<file path="src/rtl/perf_monitor.sv">
// Cycle/retire/stall performance monitor for the single-cycle core, read via a one-cycle-latency request port.
// Optional stall counter is enabled by defining PERF_STALL_CNT_EN.
module perf_monitor #(
    parameter int          PC_W    = 32,
    parameter int          CNT_W   = 32,
    parameter int unsigned STOP_PC = 400
) (
    input  logic             clk,
    input  logic             reset,
    input  logic             start,
    input  logic [PC_W-1:0]  pc_in,
    input  logic             retire,
    input  logic             stall,
    output logic             done,
    output logic             running,
    input  logic             rd_req,
    input  logic [1:0]       rd_sel,
    output logic             rd_ack,
    output logic [CNT_W-1:0] rd_data
);

    localparam logic [PC_W-1:0]  STOP_PC_V = PC_W'(STOP_PC);
    localparam logic [CNT_W-1:0] CNT_MAX   = '1;

    typedef enum logic [1:0] {
        S_IDLE = 2'd0,
        S_RUN  = 2'd1,
        S_DONE = 2'd2
    } state_t;

    state_t r_state;
    state_t w_next;

    logic [CNT_W-1:0] r_cycle_cnt;
    logic [CNT_W-1:0] r_instr_cnt;
    logic             r_ovf;
    logic             r_rd_ack;
    logic [CNT_W-1:0] r_rd_data;

    logic             w_count;
    logic [CNT_W-1:0] w_cycle_nxt;
    logic [CNT_W-1:0] w_instr_nxt;
    logic             w_cycle_hit;
    logic             w_instr_hit;
    logic [CNT_W-1:0] w_stall_val;
    logic             w_stall_hit;
    logic [CNT_W-1:0] w_status;
    logic [CNT_W-1:0] w_rd_mux;

    // Returns {saturation_hit, next_value}; a hit means an increment was refused at full scale.
    function automatic logic [CNT_W:0] sat_inc(input logic [CNT_W-1:0] cnt, input logic en);
        logic [CNT_W:0] res;
        if (en && (cnt == CNT_MAX))
            res = {1'b1, cnt};
        else
            res = {1'b0, cnt + CNT_W'(en)};
        return res;
    endfunction

    always_ff @(posedge clk or posedge reset) begin
        if (reset)
            r_state <= S_IDLE;
        else
            r_state <= w_next;
    end

    always_comb begin
        w_next = r_state;
        case (r_state)
            S_IDLE: if (start) w_next = S_RUN;
            S_RUN: begin
                if (start)
                    w_next = S_RUN;
                else if (pc_in >= STOP_PC_V)
                    w_next = S_DONE;
            end
            S_DONE: if (start) w_next = S_RUN;
            default: w_next = S_IDLE;
        endcase
    end

    assign running = (r_state == S_RUN);
    assign done    = (r_state == S_DONE);
    // The cycle carrying start is cycle 0 of the new run and is never counted.
    assign w_count = running && !start;

    assign {w_cycle_hit, w_cycle_nxt} = sat_inc(r_cycle_cnt, 1'b1);
    assign {w_instr_hit, w_instr_nxt} = sat_inc(r_instr_cnt, retire);

    always_ff @(posedge clk or posedge reset) begin
        if (reset) begin
            r_cycle_cnt <= '0;
            r_instr_cnt <= '0;
            r_ovf       <= 1'b0;
        end else if (start) begin
            r_cycle_cnt <= '0;
            r_instr_cnt <= '0;
            r_ovf       <= 1'b0;
        end else if (w_count) begin
            r_cycle_cnt <= w_cycle_nxt;
            r_instr_cnt <= w_instr_nxt;
            r_ovf       <= r_ovf | w_cycle_hit | w_instr_hit | w_stall_hit;
        end
    end

`ifdef PERF_STALL_CNT_EN
    logic [CNT_W-1:0] r_stall_cnt;
    logic [CNT_W-1:0] w_stall_nxt;

    assign {w_stall_hit, w_stall_nxt} = sat_inc(r_stall_cnt, stall);
    assign w_stall_val = r_stall_cnt;

    always_ff @(posedge clk or posedge reset) begin
        if (reset)
            r_stall_cnt <= '0;
        else if (start)
            r_stall_cnt <= '0;
        else if (w_count)
            r_stall_cnt <= w_stall_nxt;
    end
`else
    logic w_unused_stall;

    assign w_unused_stall = stall;
    assign w_stall_hit    = 1'b0;
    assign w_stall_val    = '0;
`endif

    always_comb begin
        w_status    = '0;
        w_status[0] = running;
        w_status[1] = done;
        w_status[2] = r_ovf;
    end

    always_comb begin
        w_rd_mux = '0;
        case (rd_sel)
            2'd0: w_rd_mux = r_cycle_cnt;
            2'd1: w_rd_mux = r_instr_cnt;
            2'd2: w_rd_mux = w_stall_val;
            2'd3: w_rd_mux = w_status;
            default: w_rd_mux = '0;
        endcase
    end

    // Read capture uses the pre-increment register values at the request edge.
    always_ff @(posedge clk or posedge reset) begin
        if (reset) begin
            r_rd_ack  <= 1'b0;
            r_rd_data <= '0;
        end else begin
            r_rd_ack <= rd_req;
            if (rd_req)
                r_rd_data <= w_rd_mux;
        end
    end

    assign rd_ack  = r_rd_ack;
    assign rd_data = r_rd_data;

endmodule

</file>
<file path="config.mk">
export PLATFORM = sky130hd
export DESIGN_NAME = perf_monitor
export DESIGN_NICKNAME = d
export VERILOG_FILES = /design/src/rtl/perf_monitor.sv
export SDC_FILE = /design/constraint.sdc
export NUM_CORES = 1
export LEC_CHECK = 0
export CAP_MARGIN = 20
export CORE_MARGIN = 1.5
export CORE_UTILIZATION = 40
export CTS_BUF_LIST = sky130_fd_sc_hd__clkbuf_8
export DETAILED_ROUTE_END_ITERATION = 7
export SLEW_MARGIN = 30
export SYNTH_ARGS = -nofsm -noshare
export SYNTH_HDL_FRONTEND = slang
export SYNTH_SLANG_ARGS = --single-unit
</file>
<file path="constraint.sdc">
create_clock -name clk -period 5 [get_ports clk]
set_input_delay 0.5 -clock clk [delete_from_list [all_inputs] [get_ports clk]]
set_output_delay 0.5 -clock clk [all_outputs]
set_load 0.01 [all_outputs]
</file>
==> flow_summary.ini <==
[outcome]
status = finished, final reports clean

[global_routing]
grt_pass1_vias = 4265
antenna_found_initial = 0
grt_overflow_total = 0
grt_pass1_wl_um = 21020
grtUsageTotal = 0.1848
grt_max_degree = 55

[place]
dp_slack_ns = 1.973
placed_area_sq_um = 6191
port_buffers = 69
dp_cells = 776
place.gp.congestion = 0.8287
dp_hpwl_um = 8772

[sta]
tightestPinTransition_ns = 0.9653
setup_viol = 0
finalSetupTns_ns = 0
rsz0062_at_grt = false
max_slew_margin = 0.3521
worst_slack_ns = 2.366
hold_slack_ns = 0.5267
period_needed_ns = 2.634
skew_ns = 0.01003
fin_crit_sh = 0.5268
max_freq_mhz = 379.6
finalMaxSlewViolations = 0
hold_viol = 0

[layout]
final-instance-count-excl-fill = 792
fillers = 1285
multiInputGateArea_sq_um = 2582
fin_nets = 654
n_antenna_cell = 0
final_area_sq_um = 6410
drive_gt1_frac = 0.07468
fin_util = 0.4840
seq_area_sq_um = 2502
syn_to_final_growth_pct = 18.18

[clock_tree]
cts-buffers-inserted = 9
cts_hold_buf = 0
root_buffer = clkbuf_8
cts_resized = 0
htreeDepth = 3
post_cts_buffers = 0
path_clk_slew_ns = 0.09
cts_buffer_depth = 2
clock_latency_ns = 0.38
cts_tree = done
cts_sinks = 100

[route]
ant_nets = 0
wl_per_cell_um = 15.94
drt_iter0_markers = 251
wirelength_um = 12630
vias = 4355
drc = 0
routed_via_density = 5.499
drt-pass1-iter-count = 4

[synthesis]
synth_most_common_cell = dfrtp_1
synth-seq-cells = 100
syn_avg_cell_area_sq_um = 9.703
netlist_top_cells_count = dfrtp_1 (100), nor2_1 (42), inv_1 (39)
ys.flop_type = dfrtp_1
synth_top_area_share = 0.4614
synth_edf_count = 0
synth_top_area_cell = dfrtp_1
netlist_area_sq_um = 5424
yosys_warnings = 0
seq_area_frac_synth = 0.4614
synthCells = 559
synth.distinct_cells = 57
syn_nets = 602
yosys-top-cells-area = dfrtp_1 (46%), mux2i_1 (6.1%), xnor2_1 (3.4%), o22ai_1 (3.3%), a21oi_1 (3.2%)
async_flop_share = 1.000

[pwr]
power_leakage_nw = 2.536
powerDensity_nw_per_um2 = 236.0
finalPower_mw = 1.513
ir_drop_mv = 0.1025

[die]
initial_utilization = 0.4096
io-pin-count = 75
core_sq_um = 13240
rows = 42
dieArea_sq_um = 14270
fp.dieH_um = 119.4
die_width_um = 119.4

[worst_setup_path]
critPathKind = in2reg
r2r_start = r_state[1]
worstReg2RegEnd = r_instr_cnt[18]
end_kind = flip-flop
start_kind = input pin
endpoint = r_instr_cnt[18]
cp_max_fo = 12
reg2reg_slack_ns = 2.39
reg2reg_depth = 6
cp.required_ns = 5.24
crit_path_start = retire
arrival_ns = 2.88

[hold_path]
hp-class = reg2reg
worstHoldPathCells = 2

[flow_run]
max_cap_viol_count = 0
==> registers in the layout, summed over array words and instances (netlist names) <==
name         count
rd_data         32
r_ovf            1
r_instr_cnt     32
r_cycle_cnt     32
rd_ack           1
r_state          2
==> layout by cell type, fill, tap and decap left out, types with 8 or more instances in the layout <==
cell type and instances:
dfrtp_1 100, xnor2_1 21, mux2i_1 33, nand4_1 17, o21ai_0 24, clkdlybuf4s50_1 67, nor2_1 42, nand2_1 26
clkbuf_8 10, nand3_1 16, and4_1 8, nor4_1 13, o22ai_1 29, and3_1 8, or3_1 19, a21oi_1 35
buf_4 8, inv_1 39, a211oi_1 8
==> worst min-delay path by stage <==
stage / from / to / slack [ns]
final: rd_data[19] / rd_data[19] / 0.53
after global routing: rd_data[9] / rd_data[9] / 0.55
after CTS: rd_data[19] / rd_data[19] / 0.53
after detailed placement: rd_data[19] / rd_data[19] / 0.52
after global placement: rd_data[16] / rd_data[16] / 0.51
after floorplan: r_state[1] / r_state[0] / 0.46
==> layout make-up <==
| cell class | instances | area share |
|---|---|---|
| timing repair buffer | 75 | 0.1140 |
| clock inverter | 6 | 0.01230 |
| multi-input combinational | 385 | 0.4029 |
| clock buffer | 10 | 0.02147 |
| inverter | 40 | 0.02459 |
| tap | 176 | 0.03435 |
| sequential | 100 | 0.3904 |
==> per-layer routing <==
metal	track usage	up-vias	part of all wire
li1	-	2138	-
met1	0.2528	2110	0.47
met2	0.3010	95	0.47
met3	0.03209	12	0.043
met4	0.05357	0	0.011
met5	0	-	0
==> cell families after synthesis <==
logic type      after synthesis  synth area share
compound gates              123            0.1409
flops                       100            0.4614
simple gates                196            0.2166
mux                          38           0.07128
buf+inv                      74           0.06251
xor+xnor                     25           0.04037
fa+ha+maj                     3          0.006921
==> power by group <==
part / internal [mW] / switching (mW)
logic: 0.0481 / 0.0631
registers: 0.814 / 0.00762
clock network: 0.292 / 0.288
==> critical path, cell delays in order <==
cell             delay (ns)
clkdlybuf4s50_1        0.52
ha_1                   0.18
ha_1                   0.21
nand4_1                0.52
a2111oi_0              0.70
xnor2_1                0.18
nor2_1                 0.05
Power figures use the tool's default switching activity.
